<file path="config.mk">
export PLATFORM = sky130hd
export DESIGN_NAME = axi_ctrl_lite_bridge
export DESIGN_NICKNAME = d
export VERILOG_FILES = /design/src/rtl/axi_ctrl_lite_bridge.sv
export SDC_FILE = /design/constraint.sdc
export NUM_CORES = 1
export LEC_CHECK = 0
export BUFFER_PORTS_ARGS = -buffer_cell sky130_fd_sc_hd__buf_2
export CORE_AREA = 8 8 167 169
export DETAILED_ROUTE_END_ITERATION = 6
export DIE_AREA = 0 0 175 177
export GPL_TIMING_DRIVEN = 0
export PLACE_DENSITY = 0.6
export REMOVE_ABC_BUFFERS = 1
export SYNTH_ARGS = -nofsm -noshare
export SYNTH_HDL_FRONTEND = slang
export SYNTH_SLANG_ARGS = --single-unit
</file>
<file path="constraint.sdc">
create_clock -name s_axi_aclk -period 2.2 [get_ports s_axi_aclk]
set_input_delay 0.33 -clock s_axi_aclk [delete_from_list [all_inputs] [get_ports s_axi_aclk]]
set_output_delay 0.33 -clock s_axi_aclk [all_outputs]
set_load 0.005 [all_outputs]
</file>
<file path="src/rtl/axi_ctrl_lite_bridge.sv">
// AXI4 (64-bit) slave to AXI-Lite (32-bit) master bridge for an HLS accelerator control port.
// Define CTRL_BRIDGE_BURST_EN to split len>0 bursts into per-beat Lite transactions.
module axi_ctrl_lite_bridge #(
  parameter int ID_W    = 12,
  parameter int LITE_AW = 6
) (
  input  logic               s_axi_aclk,
  input  logic               s_axi_aresetn,
  input  logic [ID_W-1:0]    s_axi_awid,
  input  logic [63:0]        s_axi_awaddr,
  input  logic [7:0]         s_axi_awlen,
  input  logic [2:0]         s_axi_awsize,
  input  logic [1:0]         s_axi_awburst,
  input  logic               s_axi_awvalid,
  output logic               s_axi_awready,
  input  logic [63:0]        s_axi_wdata,
  input  logic [7:0]         s_axi_wstrb,
  input  logic               s_axi_wlast,
  input  logic               s_axi_wvalid,
  output logic               s_axi_wready,
  output logic [ID_W-1:0]    s_axi_bid,
  output logic [1:0]         s_axi_bresp,
  output logic               s_axi_bvalid,
  input  logic               s_axi_bready,
  input  logic [ID_W-1:0]    s_axi_arid,
  input  logic [63:0]        s_axi_araddr,
  input  logic [7:0]         s_axi_arlen,
  input  logic [2:0]         s_axi_arsize,
  input  logic [1:0]         s_axi_arburst,
  input  logic               s_axi_arvalid,
  output logic               s_axi_arready,
  output logic [ID_W-1:0]    s_axi_rid,
  output logic [63:0]        s_axi_rdata,
  output logic [1:0]         s_axi_rresp,
  output logic               s_axi_rlast,
  output logic               s_axi_rvalid,
  input  logic               s_axi_rready,
  output logic [LITE_AW-1:0] m_lite_awaddr,
  output logic               m_lite_awvalid,
  input  logic               m_lite_awready,
  output logic [31:0]        m_lite_wdata,
  output logic [3:0]         m_lite_wstrb,
  output logic               m_lite_wvalid,
  input  logic               m_lite_wready,
  input  logic [1:0]         m_lite_bresp,
  input  logic               m_lite_bvalid,
  output logic               m_lite_bready,
  output logic [LITE_AW-1:0] m_lite_araddr,
  output logic               m_lite_arvalid,
  input  logic               m_lite_arready,
  input  logic [31:0]        m_lite_rdata,
  input  logic [1:0]         m_lite_rresp,
  input  logic               m_lite_rvalid,
  output logic               m_lite_rready
);

  localparam logic [1:0] RESP_SLVERR = 2'b10;

  typedef enum logic [2:0] {
    IDLE, W_DATA, W_LITE, W_RESP, B_OUT, R_LITE, R_WAIT, R_OUT
  } state_t;

  state_t state, state_next;

  logic               run;
  logic [ID_W-1:0]    id_q;
  logic [LITE_AW-1:0] addr_q;
  logic [LITE_AW-1:0] addr_adv;
  logic [7:0]         len_q;
  logic [7:0]         cnt_q;
  logic [2:0]         size_q;
  logic [1:0]         burst_q;
  logic               err_q;
  logic               prio_wr_q;
  logic [31:0]        wdata_q;
  logic [3:0]         wstrb_q;
  logic               aw_done_q;
  logic               w_done_q;
  logic [1:0]         resp_q;
  logic [31:0]        rdata_q;
  logic [1:0]         rresp_q;
  logic               aw_err;
  logic               ar_err;
  logic               last_beat;
  logic               w_hs;
  logic               lite_aw_hs;
  logic               lite_w_hs;
  logic               lite_b_hs;
  logic               lite_r_hs;
  logic               r_hs;
  logic               adv;
  logic               unused_ok;

  function automatic logic [LITE_AW-1:0] beat_addr(input logic [LITE_AW-1:0] a,
                                                   input logic [2:0]         size,
                                                   input logic [1:0]         burst);
    if (burst == 2'b00) return a;
    return a + (LITE_AW'(1) << size);
  endfunction

  function automatic logic [1:0] worst_resp(input logic [1:0] a, input logic [1:0] b);
    return (a > b) ? a : b;
  endfunction

`ifdef CTRL_BRIDGE_BURST_EN
  assign aw_err = (s_axi_awsize > 3'd2);
  assign ar_err = (s_axi_arsize > 3'd2);
`else
  // Without burst support any multi-beat request is answered locally with SLVERR.
  assign aw_err = (s_axi_awsize > 3'd2) || (s_axi_awlen != 8'd0);
  assign ar_err = (s_axi_arsize > 3'd2) || (s_axi_arlen != 8'd0);
`endif

  assign run        = s_axi_aresetn;
  assign last_beat  = (cnt_q == len_q);
  assign addr_adv   = beat_addr(addr_q, size_q, burst_q);
  assign w_hs       = s_axi_wready && s_axi_wvalid;
  assign lite_aw_hs = m_lite_awvalid && m_lite_awready;
  assign lite_w_hs  = m_lite_wvalid && m_lite_wready;
  assign lite_b_hs  = m_lite_bready && m_lite_bvalid;
  assign lite_r_hs  = m_lite_rready && m_lite_rvalid;
  assign r_hs       = s_axi_rvalid && s_axi_rready;
  assign adv        = ((w_hs && err_q) || lite_b_hs || r_hs) && !last_beat;

  assign s_axi_bid     = id_q;
  assign s_axi_bresp   = resp_q;
  assign s_axi_rid     = id_q;
  assign s_axi_rdata   = {rdata_q, rdata_q};
  assign s_axi_rresp   = rresp_q;
  assign m_lite_awaddr = addr_q;
  assign m_lite_araddr = addr_q;
  assign m_lite_wdata  = wdata_q;
  assign m_lite_wstrb  = wstrb_q;

  assign unused_ok = ^{s_axi_awaddr[63:LITE_AW], s_axi_araddr[63:LITE_AW], s_axi_wlast};

  always_ff @(posedge s_axi_aclk) begin
    if (!s_axi_aresetn) state <= IDLE;
    else                state <= state_next;
  end

  always_comb begin
    state_next     = state;
    s_axi_awready  = 1'b0;
    s_axi_arready  = 1'b0;
    s_axi_wready   = 1'b0;
    s_axi_bvalid   = 1'b0;
    s_axi_rvalid   = 1'b0;
    s_axi_rlast    = 1'b0;
    m_lite_awvalid = 1'b0;
    m_lite_wvalid  = 1'b0;
    m_lite_bready  = 1'b0;
    m_lite_arvalid = 1'b0;
    m_lite_rready  = 1'b0;
    case (state)
      IDLE: begin
        if (s_axi_awvalid && (!s_axi_arvalid || prio_wr_q)) begin
          s_axi_awready = run;
          state_next    = W_DATA;
        end else if (s_axi_arvalid) begin
          s_axi_arready = run;
          state_next    = ar_err ? R_OUT : R_LITE;
        end
      end
      W_DATA: begin
        s_axi_wready = run;
        if (s_axi_wvalid) begin
          if (!err_q)         state_next = W_LITE;
          else if (last_beat) state_next = B_OUT;
        end
      end
      W_LITE: begin
        m_lite_awvalid = run && !aw_done_q;
        m_lite_wvalid  = run && !w_done_q;
        if ((aw_done_q || m_lite_awready) && (w_done_q || m_lite_wready))
          state_next = W_RESP;
      end
      W_RESP: begin
        m_lite_bready = run;
        if (m_lite_bvalid) state_next = last_beat ? B_OUT : W_DATA;
      end
      B_OUT: begin
        s_axi_bvalid = run;
        if (s_axi_bready) state_next = IDLE;
      end
      R_LITE: begin
        m_lite_arvalid = run;
        if (m_lite_arready) state_next = R_WAIT;
      end
      R_WAIT: begin
        m_lite_rready = run;
        if (m_lite_rvalid) state_next = R_OUT;
      end
      R_OUT: begin
        s_axi_rvalid = run;
        s_axi_rlast  = run && last_beat;
        if (s_axi_rready) begin
          if (last_beat)  state_next = IDLE;
          else if (err_q) state_next = R_OUT;
          else            state_next = R_LITE;
        end
      end
      default: state_next = IDLE;
    endcase
  end

  // Request capture, beat bookkeeping and data steering.
  always_ff @(posedge s_axi_aclk) begin
    if (!s_axi_aresetn) begin
      id_q      <= '0;
      addr_q    <= '0;
      len_q     <= '0;
      cnt_q     <= '0;
      size_q    <= '0;
      burst_q   <= '0;
      err_q     <= 1'b0;
      prio_wr_q <= 1'b1;
      wdata_q   <= '0;
      wstrb_q   <= '0;
      aw_done_q <= 1'b0;
      w_done_q  <= 1'b0;
      resp_q    <= '0;
      rdata_q   <= '0;
      rresp_q   <= '0;
    end else begin
      // Priority only flips when both channels compete, so a lone request never spends the other side's turn.
      if (s_axi_awready) begin
        id_q    <= s_axi_awid;
        addr_q  <= s_axi_awaddr[LITE_AW-1:0];
        len_q   <= s_axi_awlen;
        size_q  <= s_axi_awsize;
        burst_q <= s_axi_awburst;
        cnt_q   <= '0;
        err_q   <= aw_err;
        resp_q  <= '0;
        if (s_axi_arvalid) prio_wr_q <= 1'b0;
      end
      if (s_axi_arready) begin
        id_q    <= s_axi_arid;
        addr_q  <= s_axi_araddr[LITE_AW-1:0];
        len_q   <= s_axi_arlen;
        size_q  <= s_axi_arsize;
        burst_q <= s_axi_arburst;
        cnt_q   <= '0;
        err_q   <= ar_err;
        if (s_axi_awvalid) prio_wr_q <= 1'b1;
        if (ar_err) begin
          rdata_q <= '0;
          rresp_q <= RESP_SLVERR;
        end
      end
      if (w_hs) begin
        wdata_q   <= addr_q[2] ? s_axi_wdata[63:32] : s_axi_wdata[31:0];
        wstrb_q   <= addr_q[2] ? s_axi_wstrb[7:4]   : s_axi_wstrb[3:0];
        aw_done_q <= 1'b0;
        w_done_q  <= 1'b0;
        if (err_q) resp_q <= RESP_SLVERR;
      end
      if (lite_aw_hs) aw_done_q <= 1'b1;
      if (lite_w_hs)  w_done_q  <= 1'b1;
      if (lite_b_hs)  resp_q    <= worst_resp(resp_q, m_lite_bresp);
      if (lite_r_hs) begin
        rdata_q <= m_lite_rdata;
        rresp_q <= m_lite_rresp;
      end
      if (adv) begin
        cnt_q  <= cnt_q + 8'd1;
        addr_q <= addr_adv;
      end
    end
  end

endmodule

</file>
==> qor.yml <==
status: "completed"
nets: 1277
chipHeight_um: 177
clk_latency_ns: 0.41
netSwitchingPower_mw: 2.77
yosys_warnings: 0
grt_pass1_wl_mm: 35.5
power.internal_mw: 5.24
slew_violations: 0
dr.pass1.iters: 5
finalSetupViolations: 0
async_flop_share_pct: 0
synth.distinct_cells: 66
grt.total_usage_pct: 14.8
post-route-period-util_pct: 98.7
multi_input_area_mm2: 0.00313
detail-route-antenna-nets: 0
worstMarginPinSlew_ns: 0.742
share_seq_of_total_power_pct: 33.6
grt_pass1_vias: 6185
hold_path_class: "input port to flop"
critPathMaxStageDelay_ns: 0.41
period_needed_ns: 2.17
core_area_mm2: 0.0255
synth_cells: 687
maxSlewHeadroom_pct: 50.1
post-synth-top-count-cell: "dfxtp_1"
antenna_found_initial: 1
worstSetupEndpointType: "output port"
synth_top_cells_by_area: "dfxtp_1, mux2i_1, nor2_1, buf_4, a22oi_1"
drive_gt1_share_pct: 43.9
avgSynthCellArea_um2: 8.78
fin_util_pct: 33.4
rsz0062_at_grt: "true"
drv_cap: 0
ctsHtreeMaxLevel: 4
min_path_cells: 3
grt_max_degree: 62
grt-ovfl-total: 0
p_per_area_mw_per_mm2: 942
ios: 450
setup_tns_ns: 0
dp_hpwl_mm: 16.7
avgRoutedWirePerCell_um: 18.3
max_freq_mhz: 460
synth_top_area_share_pct: 39.2
reg2reg_depth: 5
synth_seq_area_share_pct: 39.2
leakage_nw: 3.88
ys_seq_elements: 118
irDropWorstVdd_mv: 0.398
num_antenna_cells: 0
p_sw_share_pct: 34.6
syn2layout_area_growth_pct: 41.1
cts_hold_buf: 0
synth_common_cells: "dfxtp_1, nor2_1, buf_4"
cp_slowest_cell: "dfxtp_1"
cp_cell_sequence: "xnor2_1 > nand4_1 > or2_4 > nor3_1 > buf_2"
pre_cts_ws_ns: -1.45
vias_per_cell: 4.63
rows: 59
crit_type: "flop to output port"
critical_path_required_ns: 1.87
gp_congestion: 0.813
vias: 6099
cts_buffer_depth: 2
setup_ws_ns: 0.0276
first_iter_violations: 362
clkPwrFrac_pct: 34.9
drt_wl_total_mm: 24.1
ys.flop_type: "dfxtp_1"
start_kind: "flop"
cp_max_fo: 6
finalHoldViolations: 0
tritoncts: "done"
cts_buffers: 17
netlist_area_mm2: 0.00603
initial_core_util_pct: 23.7
fin_skew_ns: 0.0146
die_area_mm2: 0.0310
synth_largest_area_cell: "dfxtp_1"
die_w_um: 175
hold-worst-slack_ns: 0.168
regArea_mm2: 0.00238
p_comb_share_pct: 31.5
drcViolationCount: 0
clk_pin_slew_worst_paths_ns: 0.06
cts.sinks: 118
synth_edf_count: 0
root_buffer: "clkbuf_16"
fillerInstances: 2685
portBuffers: 332
cp.arrival_ns: 1.84
-- worst max-delay path: cells and delay by family, from the launching register on --
kind | cells | cell delay [ns]
buf+inv | 1 | 0.14
flops | 1 | 0.41
simple gates | 3 | 0.75
xor+xnor | 1 | 0.14
-- registers in the layout, summed over array words and instances (netlist names) --
register,flops
err_q,1
cnt_q,8
s_axi_rresp,2
m_lite_wdata,32
s_axi_bresp,2
state,3
rdata_q,32
m_lite_araddr,6
size_q,3
m_lite_wstrb,4
burst_q,2
len_q,8
aw_done_q,1
prio_wr_q,1
s_axi_bid,12
w_done_q,1
-- final timing paths --
| kind | start | endpoint | slack (ns) |
|---|---|---|---|
| min reg2reg | burst_q[1]$_SDFFE_PN0P_ | burst_q[1]$_SDFFE_PN0P_ | 0.46 |
| max reg2reg | state[2]$_SDFFE_PN0P_ | len_q[5]$_SDFFE_PN0P_ | 0.10 |
| max | cnt_q[2]$_SDFFE_PN0P_ | s_axi_rlast | 0.03 |
| min | m_lite_rdata[1] | rdata_q[1]$_SDFFE_PN0P_ | 0.17 |
-- power groups by stage --
| stage | Combinational (mW) | Sequential [mW] | Clock [mW] |
|---|---|---|---|
| after CTS | 2.36 | 2.71 | 2.89 |
| after detailed placement | 2.18 | 2.74 | 0 |
| after global placement | 2.05 | 2.80 | 0 |
| final | 2.52 | 2.70 | 2.80 |
| after global routing | 2.77 | 2.74 | 2.98 |
| after floorplan | 1.22 | 2.74 | 0 |
-- layer usage --
metal / GRT usage [%] / share of wire (%) / up-vias / wire length [um]
met4: 4.24 / 1.6 / 2 / 397
met5: 0 / 0.050 / - / 12
met3: 4.80 / 6.2 / 25 / 1500
li1: - / - / 2995 / -
met2: 23.7 / 47 / 245 / 11300
met1: 18.6 / 45 / 2832 / 10900
-- kinds of logic after synthesis --
logic type	count (synthesis)	share of synthesized area [%]
AND/OR/NAND/NOR	197	15.6
adder cells (fa/ha/maj)	9	1.99
AO/OA/AOI/OAI	186	22.1
flip-flops	118	39.2
XOR/XNOR	14	2.03
multiplexers	50	8.32
buffers and inverters	113	10.7
-- timing repair --
item | in CTS | in global routing
pin swaps | 7 | 6
resized for setup | 10 | 12
setup buffers | 11 | 10
endpoints found under the setup margin | 103 | 48
gates cloned | 4 | 0
-- placed cells by master (no fill, tap or decap), types with 7 or more instances in the layout --
| cell type | Yosys | final |
|---|---|---|
| inv_1 | 13 | 13 |
| a22oi_1 | 52 | 52 |
| dfxtp_1 | 118 | 112 |
| nor2_1 | 108 | 108 |
| o21ai_0 | 15 | 15 |
| a211oi_1 | 49 | 49 |
| ha_1 | 8 | 8 |
| clkbuf_16 | 0 | 17 |
| buf_2 | 14 | 332 |
| buf_4 | 53 | 18 |
| a21oi_1 | 32 | 30 |
| nand2_1 | 30 | 30 |
| mux2i_1 | 49 | 48 |
| xnor2_1 | 12 | 12 |
| nor3_1 | 8 | 7 |
-- final cells by class --
class / instances / area share, %
clock buffer: 18 / 5.04
clock inverter: 14 / 1.81
multi-input combinational: 460 / 36.7
sequential: 118 / 28.0
timing repair buffer: 358 / 22.9
inverter: 14 / 0.647
tap: 335 / 4.93
-- metrics by stage --
| step | instance area [um^2] | std cells | power, mW |
|---|---|---|---|
| 4_1_cts | 8390 | 1307 | 7.96 |
| 3_5_place_dp | 7640 | 1260 | 4.92 |
| 6_report | 8510 | 1317 | 8.01 |
| 3_3_place_gp | 7510 | 1255 | 4.85 |
| 2_1_floorplan | 5430 | 588 | 3.96 |
| 5_1_grt | 8510 | 1317 | 8.49 |
(Power assumes the default switching activity.)
